[src/rtl/shift_sequencer.sv]
// Multi-cycle left-shift sequencer: drives an external 1-bit left shifter once per cycle
// until the requested amount is consumed, then presents the result until acknowledged.
module shift_sequencer #(
   parameter int WIDTH = 16,
   parameter int CNT_W = 4
) (
   input  logic             CLK,
   input  logic             Reset_n,
   input  logic             StartReq,
   output logic             StartAck,
   input  logic [WIDTH-1:0] OperandIn,
   input  logic [CNT_W-1:0] ShiftAmt,
   output logic [WIDTH-1:0] ShiftIn,
   input  logic [WIDTH-1:0] ShiftOut,
   output logic [WIDTH-1:0] Result,
   output logic             ResultValid,
   input  logic             ResultAck,
   output logic             Busy,
   output logic             Overflow,
   output logic [1:0]       DbgState
);

   // Handshakes: a start transfer happens on a rising edge with StartReq=1 and
   // StartAck=1; a result is consumed on a rising edge with ResultValid=1 and ResultAck=1.
   typedef enum logic [1:0] {
      ST_IDLE  = 2'd0,
      ST_SHIFT = 2'd1,
      ST_DONE  = 2'd2
   } state_t;

   state_t           r_state;
   state_t           w_next_state;
   logic [WIDTH-1:0] r_work;
   logic [CNT_W-1:0] r_cnt;
   logic [WIDTH-1:0] r_result;
   logic             r_ovf;
   logic             w_xfer;
   logic             w_last_shift;

   assign w_xfer       = StartReq && (r_state == ST_IDLE);
   assign w_last_shift = (r_state == ST_SHIFT) && (r_cnt == CNT_W'(1));

   always_ff @(posedge CLK or negedge Reset_n) begin
      if (!Reset_n) begin
         r_state <= ST_IDLE;
      end else begin
         r_state <= w_next_state;
      end
   end

   always_comb begin
      w_next_state = r_state;
      case (r_state)
         ST_IDLE: begin
            if (w_xfer) begin
               w_next_state = (ShiftAmt == '0) ? ST_DONE : ST_SHIFT;
            end
         end
         ST_SHIFT: begin
            if (w_last_shift) begin
               w_next_state = ST_DONE;
            end
         end
         ST_DONE: begin
            if (ResultAck) begin
               w_next_state = ST_IDLE;
            end
         end
         default: w_next_state = ST_IDLE;
      endcase
   end

   // Counter only decrements in SHIFT, where it is always >= 1, so it never wraps.
   always_ff @(posedge CLK or negedge Reset_n) begin
      if (!Reset_n) begin
         r_work   <= '0;
         r_cnt    <= '0;
         r_result <= '0;
         r_ovf    <= 1'b0;
      end else if (w_xfer) begin
         r_work <= OperandIn;
         r_cnt  <= ShiftAmt;
         r_ovf  <= 1'b0;
         if (ShiftAmt == '0) begin
            r_result <= OperandIn;
         end
      end else if (r_state == ST_SHIFT) begin
         r_work <= ShiftOut;
         r_cnt  <= r_cnt - CNT_W'(1);
         r_ovf  <= r_ovf | r_work[WIDTH-1];
         if (w_last_shift) begin
            r_result <= ShiftOut;
         end
      end
   end

   always_comb begin
      StartAck    = (r_state == ST_IDLE);
      Busy        = (r_state != ST_IDLE);
      ResultValid = (r_state == ST_DONE);
      ShiftIn     = r_work;
      Result      = r_result;
      Overflow    = r_ovf;
      DbgState    = r_state;
   end

endmodule

[config.mk]
export PLATFORM = sky130hd
export DESIGN_NAME = shift_sequencer
export DESIGN_NICKNAME = d
export VERILOG_FILES = /design/src/rtl/shift_sequencer.sv
export SDC_FILE = /design/constraint.sdc
export NUM_CORES = 1
export LEC_CHECK = 0
export ABC_AREA = 1
export BUFFER_PORTS_ARGS = -buffer_cell sky130_fd_sc_hd__buf_2
export CELL_PAD_IN_SITES_DETAIL_PLACEMENT = 1
export CELL_PAD_IN_SITES_GLOBAL_PLACEMENT = 1
export CORE_MARGIN = 3
export CORE_UTILIZATION = 36
export CTS_CLUSTER_DIAMETER = 50
export CTS_CLUSTER_SIZE = 8
export DETAILED_ROUTE_END_ITERATION = 8
export PLACE_DENSITY = 0.82
export SLEW_MARGIN = 40
export SYNTH_ARGS = -nofsm -noshare
export SYNTH_HDL_FRONTEND = slang
export SYNTH_SLANG_ARGS = --single-unit
[constraint.sdc]
create_clock -name CLK -period 2.3 [get_ports CLK]
set_input_delay 0.46 -clock CLK [delete_from_list [all_inputs] [get_ports CLK]]
set_output_delay 0.46 -clock CLK [all_outputs]
set_load 0.1 [all_outputs]
==> reports/metrics.yaml, run 1 <==
grt:
  grt_max_degree: 20
  antenna_found_initial: 0
  grtUsageTotal_pct: 19.2
  grt_pass1_vias: 1905
  grt_pass1_wl_um: 9270
  grt_overflow: 0
sta:
  drv_slew: 0
  rsz0062_at_grt: "false"
  relSlewSlack_pct: 67.0
  setup_tns_ps: 0
  fmax_mhz: 495
  finalWorstPathRequiredPeriod_ps: 2020
  hold_viol: 0
  skew_ps: 2.79
  finalSetupViolCount: 0
  post-route-period-util_pct: 87.8
  max_slew.worst_pin.slew_ps: 498
cts:
  cts.sinks: 39
  cts_resized: 0
  cts_made_buffers: 5
  root_buffer: "clkbuf_8"
  cts_tree: "yes"
  post-cts-setup-buffers: 0
  ctsHoldBuffers: 0
  clk_latency_ps: 290
  htreeDepth: 2
  cts_buffer_depth: 2
  path_clk_slew_ps: 70
cells_and_area:
  drive_above_1_share_pct: 31.6
  regArea_um2: 978
  nNetsFinal: 364
  multi_input_area_um2: 833
  stdcell_area_um2: 2440
  syn_to_final_growth_pct: 26.8
  antennaDiodeCount: 0
  filler_cell_count: 683
logic_synthesis:
  synth_top_cell_area_share_pct: 50.6
  synth-async-reset-ratio_pct: 100
  yosysWarningCount: 0
  synthCells: 244
  synth_area_leaders: "dfrtp_1 51%, nand2_1 25%, nand3_1 9.1%"
  synthMuxAreaShare_pct: 0
  synth-simple-area-share_pct: 39.2
  ys_types: 22
  synth-xor-area-share_pct: 0.455
  synth_common_cells: "128 x nand2_1, 39 x dfrtp_1, 35 x nand3_1"
  synth_top_family_by_area: "simple AND/OR/NAND/NOR gates"
  yosysMostFrequentCell: "nand2_1"
  ys_seq_elements: 39
  yosysTopAreaCell: "dfrtp_1"
  syn-cell-area_um2: 1930
  ys_seq_area_share_pct: 50.6
  synth_compound_gate_area_share_pct: 1.88
  synth_nets: 286
  synthAdderAreaFrac_pct: 1.30
  ys.flop_type: "dfrtp_1"
  syn_area_per_cell_um2: 7.90
  synth_edf_count: 0
critical_path:
  critPathKind: "flip-flop to output port"
  path_max_fanout: 9
  required_ps: 1840
  start_kind: "flip-flop"
  setup.worst_path.end_class: "output port"
  arrival_ps: 1560
routing:
  first_pass_iters: 4
  drt_iter0_markers: 99
  ant_nets: 0
  remaining_drc_errors: 0
  num_vias: 1879
  vias_per_cell: 4.78
  drt_wl_total_um: 5700
  wl_per_cell_um: 14.5
floorplan:
  die-width_um: 79.2
  rows: 26
  coreArea_um2: 5140
  top_level_ports: 78
  die_y_um: 79.2
  dieArea_um2: 6270
  start_util_pct: 37.5
hold_path:
  hp-class: "input port to asynchronous set/reset pin"
place:
  dpl_cell_area_um2: 2360
  hpwl_um: 4430
  io_buffers: 77
  place_congestion: 0.850
status:
  status: "finished, final reports clean"
flow_run:
  drv_cap: 0
## worst max-delay path, stage by stage (launching register included)
cell and delay [ps]:
dfrtp_2 460, nor2_4 310, buf_2 500
## cell usage in the layout (no fill, tap or decap), types with 2 or more instances in the layout
cell and n:
nor2_4 3, inv_1 7, buf_2 77, nand3_1 35, dfrtp_2 2, nand3_2 2, nor2_1 3, clkbuf_1 2
o211ai_1 3, buf_4 5, nand2_2 3, ha_1 2, dfrtp_1 37, clkbuf_8 5, nand2_1 128
## logic make-up (layout without fill, tap and decap cells)
family                     count (synthesis)  in the layout
AOI/OAI and AO/OA                          5              5
DFF                                       39             39
and+or+nand+nor                          177            177
xor gates and xnor gates                   1              1
adders and majority gates                  2              2
buffers and inverters                     20             99
## sequential cells by signal (all words and copies together) (netlist names)
name and count:
Result 16, ShiftIn 16, r_cnt 4, DbgState 2
Overflow 1
## stage by stage
| step | hold WS, ps | worst slack (ps) | utilization (%) | instances |
|---|---|---|---|---|
| 2_1_floorplan | 164 | 237 | - | 244 |
| 3_3_place_gp | 423 | 501 | 45.9 | 385 |
| 3_5_place_dp | 428 | 436 | 45.9 | 385 |
| 4_1_cts | 115 | 295 | 47.5 | 393 |
| 5_1_grt | 127 | 239 | 47.5 | 393 |
| 6_report | 96.7 | 282 | 47.5 | 393 |
## final cells by class
class                   count  share of cell area (%)
clock inverters             1                   0.205
well taps                  70                    3.59
inverters                   9                    1.59
flip-flops and latches     39                    40.1
multi-input cells         185                    34.1
clock buffers               7                    3.13
repair buffers             82                    17.3
## layer usage
metal	GRT usage [%]	up-vias	share of wire, %	wire, um
li1	-	924	-	-
met1	26.7	901	47	2680
met2	30.0	45	47	2710
met3	3.63	9	3.9	221
met4	6.36	0	1.6	89
met5	0	-	0	0
## path summary, 6_finish.rpt
path | startpoint | end | slack, ps | depth (start not counted)
worst max-delay path | DbgState[1]$_DFFE_PN0P_ | StartAck | 280 | 2
worst min-delay path | Reset_n | Result[10]$_DFFE_PN0P_ | 100 | 1
worst max register to register | DbgState[1]$_DFFE_PN0P_ | Result[0]$_DFFE_PN0P_ | 450 | 6
worst min register to register | Result[7]$_DFFE_PN0P_ | Result[7]$_DFFE_PN0P_ | 470 | 2
max in group asynchronous | Reset_n | ShiftIn[10]$_DFFE_PN0P_ | 1670 | 2
min in group CLK | ResultAck | DbgState[1]$_DFFE_PN0P_ | 370 | 2
Power of run 1 is left out: the tool's default activity adds up to more than one toggle a clock period on the data nets, which glitch-free logic cannot reach.
==> run 2, diff against run 1 <==
Settings changed: ABC_CLOCK_PERIOD_IN_PS from default to 2300, REMOVE_ABC_BUFFERS from default to 1.
==> reports/metrics.yaml, run 2 (synthesized netlist as in run 1, its figures left out) <==
status:
  status: "finished, final reports clean"
grt:
  grt_pass1_wl_um: 9520  # +2.7%
  antenna_found_initial: 1  # +1
  grt_pass1_vias: 1937  # +1.7%
  grt_overflow: 0  # unchanged
  grtUsageTotal_pct: 19.6  # +0.41 points
  grt_max_degree: 20  # unchanged
critical_path:
  cp_slowest_cell: "dfrtp_1"
  start_kind: "flip-flop"
  critical_path.top_delay_family: "buffers and inverters"
  required_ps: 1840  # about the same
  path_max_fanout: 4  # -5
  setup.worst_path.end_class: "output port"
  critPathMaxStageDelay_ps: 470  # -30 ps
  cp_num_buf_inv: 2  # +1
  critPathKind: "flip-flop to output port"
  arrival_ps: 1440  # -120 ps
  crit_chain: "inv_1, nor2_1, buf_2"
cts:
  htreeDepth: 2  # unchanged
  cts_buffer_depth: 2  # unchanged
  ctsHoldBuffers: 0  # unchanged
  path_clk_slew_ps: 80  # about the same
  cts.sinks: 39  # unchanged
  clk_latency_ps: 290  # about the same
  post-cts-setup-buffers: 0  # unchanged
  cts_resized: 0  # unchanged
  cts_made_buffers: 5  # unchanged
  root_buffer: "clkbuf_8"
  cts_tree: "yes"
floorplan:
  start_util_pct: 37.5  # unchanged
  die-width_um: 79.2  # unchanged
  coreArea_um2: 5140  # unchanged
  die_y_um: 79.2  # unchanged
  dieArea_um2: 6270  # unchanged
  rows: 26  # unchanged
  top_level_ports: 78  # unchanged
sta:
  skew_ps: 6.69  # +3.90 ps
  hold_viol: 0  # unchanged
  hold_ws_ps: 17.2  # -79.4 ps
  rsz0062_at_grt: "false"
  max_slew.worst_pin.slew_ps: 504  # +6.42 ps
  finalSetupViolCount: 0  # unchanged
  post-route-period-util_pct: 82.5  # -5.2 points
  finalWorstPathRequiredPeriod_ps: 1900  # -120 ps
  drv_slew: 0  # unchanged
  fmax_mhz: 527  # +6.3%
  relSlewSlack_pct: 66.6  # -0.43 points
place:
  io_buffers: 77  # unchanged
  dpl_cell_area_um2: 2360  # -0.11%
  place_congestion: 0.817  # -3.8%
  hpwl_um: 4300  # -2.9%
routing:
  first_pass_iters: 4  # unchanged
  remaining_drc_errors: 0  # unchanged
  num_vias: 1862  # -0.90%
  vias_per_cell: 4.73  # -1.2%
  wl_per_cell_um: 14.9  # +2.5%
  drt_iter0_markers: 72  # -27%
  drt_wl_total_um: 5860  # +2.8%
  ant_nets: 0  # unchanged
cells_and_area:
  syn_to_final_growth_pct: 26.8  # about the same
  mostFrequentLayoutCell: "nand2_1"
  antennaDiodeCount: 0  # unchanged
  nNetsFinal: 365  # +0.27%
  final_cell_mix: "128 x nand2_1, 77 x buf_2, 39 x dfrtp_1, 35 x nand3_1, 7 x inv_1"
  stdcell_area_um2: 2440  # about the same
  drive_above_1_share_pct: 31.2  # -0.41 points
hold_path:
  hp-class: "input port to asynchronous set/reset pin"
flow_run:
  drv_cap: 0  # unchanged
run 2: cell count changes in the layout (fill, tap and decap cells not counted):
cell / previous run / this run
buf_4: 5 / 6
clkbuf_1: 2 / 1
nor2_1: 3 / 4
dfrtp_1: 37 / 39
dfrtp_2: 2 / 0
clkinvlp_4: 0 / 1
nor2_4: 3 / 2
run 2: routing by layer:
metal  vias up  global-route usage (%)  wire [um]
met1       874                    25.9       2700
met4         2                    5.15         67
li1        922                       -          -
met3         8                    5.22        408
met2        56                    31.7       2660
met5         -                       0         13
run 2: worst reg2reg max path, delay by kind of cell, from the launching register on:
| kind | cells | cell delay (ps) |
|---|---|---|
| flops | 1 | 460 |
| simple gates | 5 | 1050 |
| buf+inv | 1 | 130 |
run 2: final timing paths:
kind | startpoint | endpoint | slack [ps] | depth (start not counted)
min in group CLK | ResultAck | DbgState[1]$_DFFE_PN0P_ | 370 | 2
setup / recovery | DbgState[1]$_DFFE_PN0P_ | ResultValid | 400 | 3
setup reg to reg | DbgState[1]$_DFFE_PN0P_ | Result[7]$_DFFE_PN0P_ | 550 | 6
max in group asynchronous | Reset_n | Result[3]$_DFFE_PN0P_ | 1790 | 2
hold reg to reg | Result[9]$_DFFE_PN0P_ | Result[9]$_DFFE_PN0P_ | 480 | 2
hold / removal | Reset_n | ShiftIn[10]$_DFFE_PN0P_ | 20 | 1
run 2: stage by stage:
stage / setup TNS (ps) / util [%] / worst slack (ps) / std cells
2_1_floorplan: -22370 / - / -667 / 233
3_3_place_gp: 0 / 45.9 / 678 / 386
3_5_place_dp: 0 / 45.9 / 597 / 386
4_1_cts: 0 / 47.5 / 389 / 394
5_1_grt: 0 / 47.5 / 306 / 394
6_report: 0 / 47.5 / 401 / 394
run 2: final cells by class:
class | count | area [um2]
clock inverter | 2 | 12.5
multi-input combinational | 185 | 826
clock buffer | 6 | 72.6
fill | 706 | 2700
sequential | 39 | 976
tap | 70 | 87.6
timing repair buffer | 83 | 430
inverter | 9 | 38.8
Power of run 2 is left out for the same reason.
